<file path="src/rtl/operand_entry_fsm_if.sv">
// Bundle of raw board inputs and committed adder operands for the entry stage.
// master = entry FSM side, slave = board/display side.
interface operand_entry_fsm_if #(
  parameter int WIDTH = 4
);
  logic [WIDTH-1:0] sw;
  logic             sw_cin;
  logic             key_next_n;
  logic             key_clear_n;
  logic [WIDTH-1:0] a;
  logic [WIDTH-1:0] b;
  logic             cin;
  logic             operands_valid;
  logic [1:0]       state;
  logic [WIDTH-1:0] preview;

  modport master (
    input  sw, sw_cin, key_next_n, key_clear_n,
    output a, b, cin, operands_valid, state, preview
  );

  modport slave (
    output sw, sw_cin, key_next_n, key_clear_n,
    input  a, b, cin, operands_valid, state, preview
  );
endinterface

</file>
<file path="src/rtl/operand_entry_fsm.sv">
// Operand entry stage for the 4-bit adder: synchronises switches, debounces two
// active-low keys and steps LOAD_A -> LOAD_B -> READY on each accepted press.
module operand_entry_fsm #(
  parameter int WIDTH           = 4,
  parameter int DEBOUNCE_CYCLES = 500000
) (
  input  logic                clk,
  input  logic                rst_n,
  operand_entry_fsm_if.master bus
);

  localparam int NKEYS     = 2;
  localparam int KEY_NEXT  = 0;
  localparam int KEY_CLEAR = 1;
  localparam int CNT_W     = $clog2(DEBOUNCE_CYCLES);
  localparam logic [CNT_W-1:0] CNT_MAX = CNT_W'(DEBOUNCE_CYCLES - 1);

  typedef enum logic [1:0] {
    ST_LOAD_A = 2'b00,
    ST_LOAD_B = 2'b01,
    ST_READY  = 2'b10
  } state_t;

  // Switch synchronisers; the second stage doubles as the display preview.
  logic [WIDTH-1:0] sw_meta_reg;
  logic [WIDTH-1:0] sw_sync_reg;
  logic             cin_meta_reg;
  logic             cin_sync_reg;

  always_ff @(posedge clk or negedge rst_n) begin
    if (!rst_n) begin
      sw_meta_reg  <= '0;
      sw_sync_reg  <= '0;
      cin_meta_reg <= 1'b0;
      cin_sync_reg <= 1'b0;
    end else begin
      sw_meta_reg  <= bus.sw;
      sw_sync_reg  <= sw_meta_reg;
      cin_meta_reg <= bus.sw_cin;
      cin_sync_reg <= cin_meta_reg;
    end
  end

  logic [NKEYS-1:0] key_raw;
  logic [NKEYS-1:0] key_press;

  assign key_raw = {bus.key_clear_n, bus.key_next_n};

  genvar gi;
  generate
    for (gi = 0; gi < NKEYS; gi++) begin : g_key
      logic             meta_reg;
      logic             sync_reg;
      logic             db_reg;
      logic             db_d_reg;
      logic             press_reg;
      logic [CNT_W-1:0] cnt_reg;

      // Any return to the accepted level restarts the count, so only a level
      // held for DEBOUNCE_CYCLES consecutive cycles is taken.
      always_ff @(posedge clk or negedge rst_n) begin
        if (!rst_n) begin
          meta_reg  <= 1'b1;
          sync_reg  <= 1'b1;
          db_reg    <= 1'b1;
          db_d_reg  <= 1'b1;
          press_reg <= 1'b0;
          cnt_reg   <= '0;
        end else begin
          meta_reg <= key_raw[gi];
          sync_reg <= meta_reg;
          if (sync_reg == db_reg) begin
            cnt_reg <= '0;
          end else if (cnt_reg == CNT_MAX) begin
            db_reg  <= sync_reg;
            cnt_reg <= '0;
          end else begin
            cnt_reg <= cnt_reg + 1'b1;
          end
          db_d_reg  <= db_reg;
          press_reg <= db_d_reg & ~db_reg;
        end
      end

      assign key_press[gi] = press_reg;
    end
  endgenerate

  state_t           state_reg, state_next;
  logic [WIDTH-1:0] a_reg, a_next;
  logic [WIDTH-1:0] b_reg, b_next;
  logic             cin_reg, cin_next;
  logic             valid_reg, valid_next;

  always_ff @(posedge clk or negedge rst_n) begin
    if (!rst_n) begin
      state_reg <= ST_LOAD_A;
      a_reg     <= '0;
      b_reg     <= '0;
      cin_reg   <= 1'b0;
      valid_reg <= 1'b0;
    end else begin
      state_reg <= state_next;
      a_reg     <= a_next;
      b_reg     <= b_next;
      cin_reg   <= cin_next;
      valid_reg <= valid_next;
    end
  end

  // Clear is tested first so a coincident next press is dropped.
  always_comb begin
    state_next = state_reg;
    a_next     = a_reg;
    b_next     = b_reg;
    cin_next   = cin_reg;
    valid_next = valid_reg;
    if (key_press[KEY_CLEAR]) begin
      state_next = ST_LOAD_A;
      a_next     = '0;
      b_next     = '0;
      cin_next   = 1'b0;
      valid_next = 1'b0;
    end else if (key_press[KEY_NEXT]) begin
      case (state_reg)
        ST_LOAD_A: begin
          a_next     = sw_sync_reg;
          state_next = ST_LOAD_B;
        end
        ST_LOAD_B: begin
          b_next     = sw_sync_reg;
          cin_next   = cin_sync_reg;
          valid_next = 1'b1;
          state_next = ST_READY;
        end
        ST_READY: begin
          valid_next = 1'b0;
          state_next = ST_LOAD_A;
        end
        default: begin
          valid_next = 1'b0;
          state_next = ST_LOAD_A;
        end
      endcase
    end
  end

  assign bus.a              = a_reg;
  assign bus.b              = b_reg;
  assign bus.cin            = cin_reg;
  assign bus.operands_valid = valid_reg;
  assign bus.state          = state_reg;
  assign bus.preview        = sw_sync_reg;

endmodule

</file>
<file path="src/flat_wrapper.sv">
// flat-port wrapper written by rule: the top's interface ports become plain ports
module operand_entry_fsm_flat 
#(
  parameter int WIDTH           = 4,
  parameter int DEBOUNCE_CYCLES = 500000
)
  (clk, rst_n, bus_sw, bus_sw_cin, bus_key_next_n, bus_key_clear_n, bus_a, bus_b, bus_cin, bus_operands_valid, bus_state, bus_preview);
  operand_entry_fsm_if #(.WIDTH(WIDTH)) bus_i ();
  input  logic clk;
  input  logic rst_n;
  input wire logic [$bits(bus_i.sw)-1:0] bus_sw;
  input wire logic [$bits(bus_i.sw_cin)-1:0] bus_sw_cin;
  input wire logic [$bits(bus_i.key_next_n)-1:0] bus_key_next_n;
  input wire logic [$bits(bus_i.key_clear_n)-1:0] bus_key_clear_n;
  output wire logic [$bits(bus_i.a)-1:0] bus_a;
  output wire logic [$bits(bus_i.b)-1:0] bus_b;
  output wire logic [$bits(bus_i.cin)-1:0] bus_cin;
  output wire logic [$bits(bus_i.operands_valid)-1:0] bus_operands_valid;
  output wire logic [$bits(bus_i.state)-1:0] bus_state;
  output wire logic [$bits(bus_i.preview)-1:0] bus_preview;
  assign bus_i.sw = bus_sw;
  assign bus_i.sw_cin = bus_sw_cin;
  assign bus_i.key_next_n = bus_key_next_n;
  assign bus_i.key_clear_n = bus_key_clear_n;
  assign bus_a = bus_i.a;
  assign bus_b = bus_i.b;
  assign bus_cin = bus_i.cin;
  assign bus_operands_valid = bus_i.operands_valid;
  assign bus_state = bus_i.state;
  assign bus_preview = bus_i.preview;
  operand_entry_fsm #(.WIDTH(WIDTH), .DEBOUNCE_CYCLES(DEBOUNCE_CYCLES)) u_core (.clk(clk), .rst_n(rst_n), .bus(bus_i));
endmodule
</file>
<file path="config.mk">
export PLATFORM = sky130hd
export DESIGN_NAME = operand_entry_fsm_flat
export DESIGN_NICKNAME = d
export VERILOG_FILES = /design/src/rtl/operand_entry_fsm_if.sv /design/src/rtl/operand_entry_fsm.sv /design/src/flat_wrapper.sv
export SDC_FILE = /design/constraint.sdc
export NUM_CORES = 1
export LEC_CHECK = 0
export CORE_UTILIZATION = 55
export CTS_BUF_LIST = sky130_fd_sc_hd__clkbuf_8
export DETAILED_ROUTE_END_ITERATION = 10
export PLACE_DENSITY_LB_ADDON = 0.2
export REMOVE_ABC_BUFFERS = 1
export SLEW_MARGIN = 20
export SYNTH_ARGS = -nofsm -noshare
export SYNTH_HDL_FRONTEND = slang
export SYNTH_SLANG_ARGS = --single-unit
</file>
<file path="constraint.sdc">
create_clock -name clk -period 3.75 [get_ports clk]
set_input_delay 0.375 -clock clk [delete_from_list [all_inputs] [get_ports clk]]
set_output_delay 0.375 -clock clk [all_outputs]
set_load 0.01 [all_outputs]
</file>
Yosys cells after proc, flatten, opt, wreduce, memory -nomap -nowiden

Cells that the tools add are included.

Register bits after elaboration: 70
Input bits: 9
Logic and storage cells: 63

$add $sub $neg: 2
Eq/ne operators: 6
Muxes and demuxes: 19
Bitwise gates (word level): 6
Reduce and logical (&&, ||, !) cells: 9

Operators by type and width:

| kind                  | count |
|---|---|
| $mux 19               | 4 |
| $add 19x1->19 const B | 2 |
| $eq 19x19->1 const B  | 2 |
| $mux 4                | 6 |
| $reduce_and 2->1      | 5 |
| $reduce_bool 2->1     | 3 |
| $mux 1                | 5 |
| $mux 2                | 2 |
| $not 1->1             | 4 |
| $pmux 2 s2            | 1 |
| $and 1x1->1           | 2 |
| $eq 1x1->1            | 2 |
| $eq 2x1->1 const B    | 1 |
| $logic_not 2->1       | 1 |
| $ne 2x1->1 const B    | 1 |
| $pmux 1 s2            | 1 |

Depth between registers and ports, before layout

Depth in word-level cells: 4
Depth in mapped cells: 7
Gate-level depth less buffers: 5

Worst setup path before layout

OpenSTA, ideal clock, no wires.

Path kind: reg2reg
From: reg u_core.g_key[1].cnt_reg[11]
To: reg u_core.g_key[1].cnt_reg[5]
Library setup time: 0.119 ns
Arrival time: 1.857 ns
Setup slack: 1.774 ns
Cell stages (with the launch flop): 6
Path buffers: 1
Clock period less this slack: 1.976 ns
Cells stage by stage: dfrtp_1 > or4b_1 > or4_4 > o21ai_4 > buf_6 > nor2_1

Cells in the longest elaborated chain, start to end: 3

RTL lines:

| what                     | RTL line                | text |
|---|---|---|
| start: declaration       | operand_entry_fsm.sv:57 | `logic [CNT_W-1:0] cnt_reg;` |
| start signal: assignment | operand_entry_fsm.sv:78 | `cnt_reg <= cnt_reg + 1'b1;` |
| $eq 19x19->1             | operand_entry_fsm.sv:74 | `end else if (cnt_reg == CNT_MAX) begin` |
| $mux 19                  | operand_entry_fsm.sv:74 |  |
| $mux 19                  | operand_entry_fsm.sv:72 | `if (sync_reg == db_reg) begin` |

Every way passes these cells.
A chain may end at the register's enable or synchronous reset.

Worst setup path after layout

Same ends and word-level chain as after synthesis.

==> reports/metrics.cfg <==
[logic_synthesis]
syn_area_per_cell_um2=11.3
synth_cell_types=37
synth-seq-cells=70
synth.cell_area_um2=2930
postSynthCellCount=258
ys_warn_count=0
ys_seq_area_share_pct=60.2

[setup_path]
path_max_fanout=18
slowest_delay_ns=0.55
crit_family=simple AND/OR/NAND/NOR gates
critPathKind=reg2reg
worstRegToRegCells=4
worstPathArrival_ns=2.39
cp.depth=4
crit_buf_inv=0
end_kind=flip-flop
cp.required_ns=3.95
crit_path_cell_trace=or4b_1, or4_4, o21ai_4, nor2_1
worst_setup_path_start_kind=flip-flop
crit_slowest_cell=or4_4

[cells_and_area]
final_util_pct=68.3
layout_common_cells=dfrtp_1 (62), nor2_1 (38), clkdlybuf4s50_1 (23)
layout-drive-gt1-share_pct=10.9
nNetsFinal=300
antennaDiodeCount=0
instances_no_fill=364
largest_reg_flops=38
mostFrequentLayoutCell=dfrtp_1
design_area_um2=3490
syn_to_final_growth_pct=19.1

[power]
peakVddDrop_uv=350
p_total_mw=1.56
power_leakage_nw=1.53
power_density_nw_per_um2=448

[timing]
tns_ns=0
hold_viol=0
setup_viol=0
rsz0062_at_grt=no
setup_slack_ns=1.56
tightest_slew_ns=0.842
worst_hold_slack_ns=0.350
fin_crit_sh_pct=58.4
max_slew_margin_pct=43.4
maxSlewViolCount=0
fin_skew_ns=0.0121
min_period_ns=2.19
fmax_ghz=0.457

[clock_network]
cts_made_buffers=9
clock-sinks=70
cts_max_path_buffers=2
cts_resized=0
clockRootBuffer=clkbuf_8
clk_latency_ns=0.34
cts_setup_buffers=0
cts_tree=yes
clkTransAtPathRegs_ns=0.07
hold_buffers=1
cts_htree_levels=3

[floorplanning]
rows=26
dieArea_um2=5620
coreArea_um2=5110
initial_core_util_pct=57.3
die_width_um=75.0
ioPinCount=25
fp.dieH_um=75.0

[place]
place_inst=347
hpwl_um=3390
pre_cts_ws_ns=1.60
postPlaceCellArea_um2=3230
port-buffer-count=24
place_congestion=0.796

[detailed_routing]
wl_per_cell_um=13.9
ant_nets=0
vias=2004
viasPerCell=5.51
drcViolationCount=0
dr.pass1.iters=4
routed_wl_um=5050
drt_iter0_markers=126

[worst_hold_path]
holdPathStages=0
hold_class=reg2reg

[grt]
grt.total_usage_pct=20.3
grt_antenna_before_repair=0
grt_pass1_wl_um=8320
grt_overflow=0
grt_pass1_vias=1819
grt_max_degree=32

[run]
drv_cap=0

[status]
outcome=finished clean

==> logic make-up after synthesis <==
family / share of synthesized area [%]
and+or+nand+nor: 19.8
DFF: 60.2
AOI/OAI and AO/OA: 5.81
xor gates and xnor gates: 7.48
buffers and inverters: 2.01
muxes: 3.85
adders and majority gates: 0.855
==> cell usage after synthesis, drive strengths merged <==
| master | n | area, um^2 |
|---|---|---|
| or3 | 6 | 37.5 |
| clkbuf | 4 | 15.0 |
| or4 | 7 | 56.3 |
| a211oi | 1 | 7.51 |
| xnor2 | 8 | 70.1 |
| nand4 | 10 | 62.6 |
| dfstp | 8 | 210 |
| inv | 6 | 22.5 |
| and4 | 5 | 45.0 |
| nor4 | 1 | 6.26 |
| a21oi | 14 | 70.1 |
| mux2i | 9 | 90.1 |
| and3 | 3 | 18.8 |
| xor2 | 17 | 149 |
| buf | 3 | 21.3 |
| dfrtp | 62 | 1550 |
| nand3 | 11 | 55.1 |
| nor3 | 3 | 15.0 |
| nand4bb | 1 | 11.3 |
| or2b | 1 | 7.51 |
| nand3b | 1 | 7.51 |
| o21ai | 8 | 55.1 |
| nor2b | 2 | 12.5 |
| nand2 | 13 | 48.8 |
| o31ai | 5 | 37.5 |
| ha | 2 | 25.0 |
| nor4b | 1 | 8.76 |
| mux2 | 2 | 22.5 |
| and2 | 4 | 25.0 |
| or4b | 2 | 20.0 |
| nor2 | 38 | 143 |
==> layout make-up <==
class / instances / area, um^2
Sequential cell: 70 / 1760
Timing Repair Buffer: 27 / 260
Clock buffer: 11 / 151
Tap cell: 70 / 87.6
Multi-Input combinational cell: 175 / 1110
Fill cell: 400 / 1620
Clock inverter: 5 / 97.6
Inverter: 6 / 22.5
==> worst paths after layout <==
kind                                                   from                          end  slack (ns)
min in group asynchronous                             rst_n  u_core.g_key[0].cnt_reg[18]        0.52
max in group asynchronous                             rst_n     u_core.g_key[0].sync_reg        2.43
worst min register to register        u_core.sw_meta_reg[1]        u_core.bus.preview[1]        0.35
worst max register to register  u_core.g_key[1].cnt_reg[11]   u_core.g_key[1].cnt_reg[5]        1.56
worst max-delay path            u_core.g_key[1].cnt_reg[11]   u_core.g_key[1].cnt_reg[5]        1.56
worst min-delay path                  u_core.sw_meta_reg[1]        u_core.bus.preview[1]        0.35
==> routing by layer <==
layer,vias up,wire length [um],track usage [%]
li1,963,-,-
met2,52,2300,30.7
met4,0,85,8.18
met1,979,2460,27.5
met3,10,199,6.43
met5,-,0,0
==> report_power, final <==
| group | total [mW] | switching [mW] | internal (mW) |
|---|---|---|---|
| Combinational | 0.0479 | 0.0290 | 0.0189 |
| Sequential | 0.779 | 0.00887 | 0.770 |
| Clock | 0.738 | 0.264 | 0.474 |
| Total | 1.56 | 0.302 | 1.26 |
(Power assumes the default switching activity.)
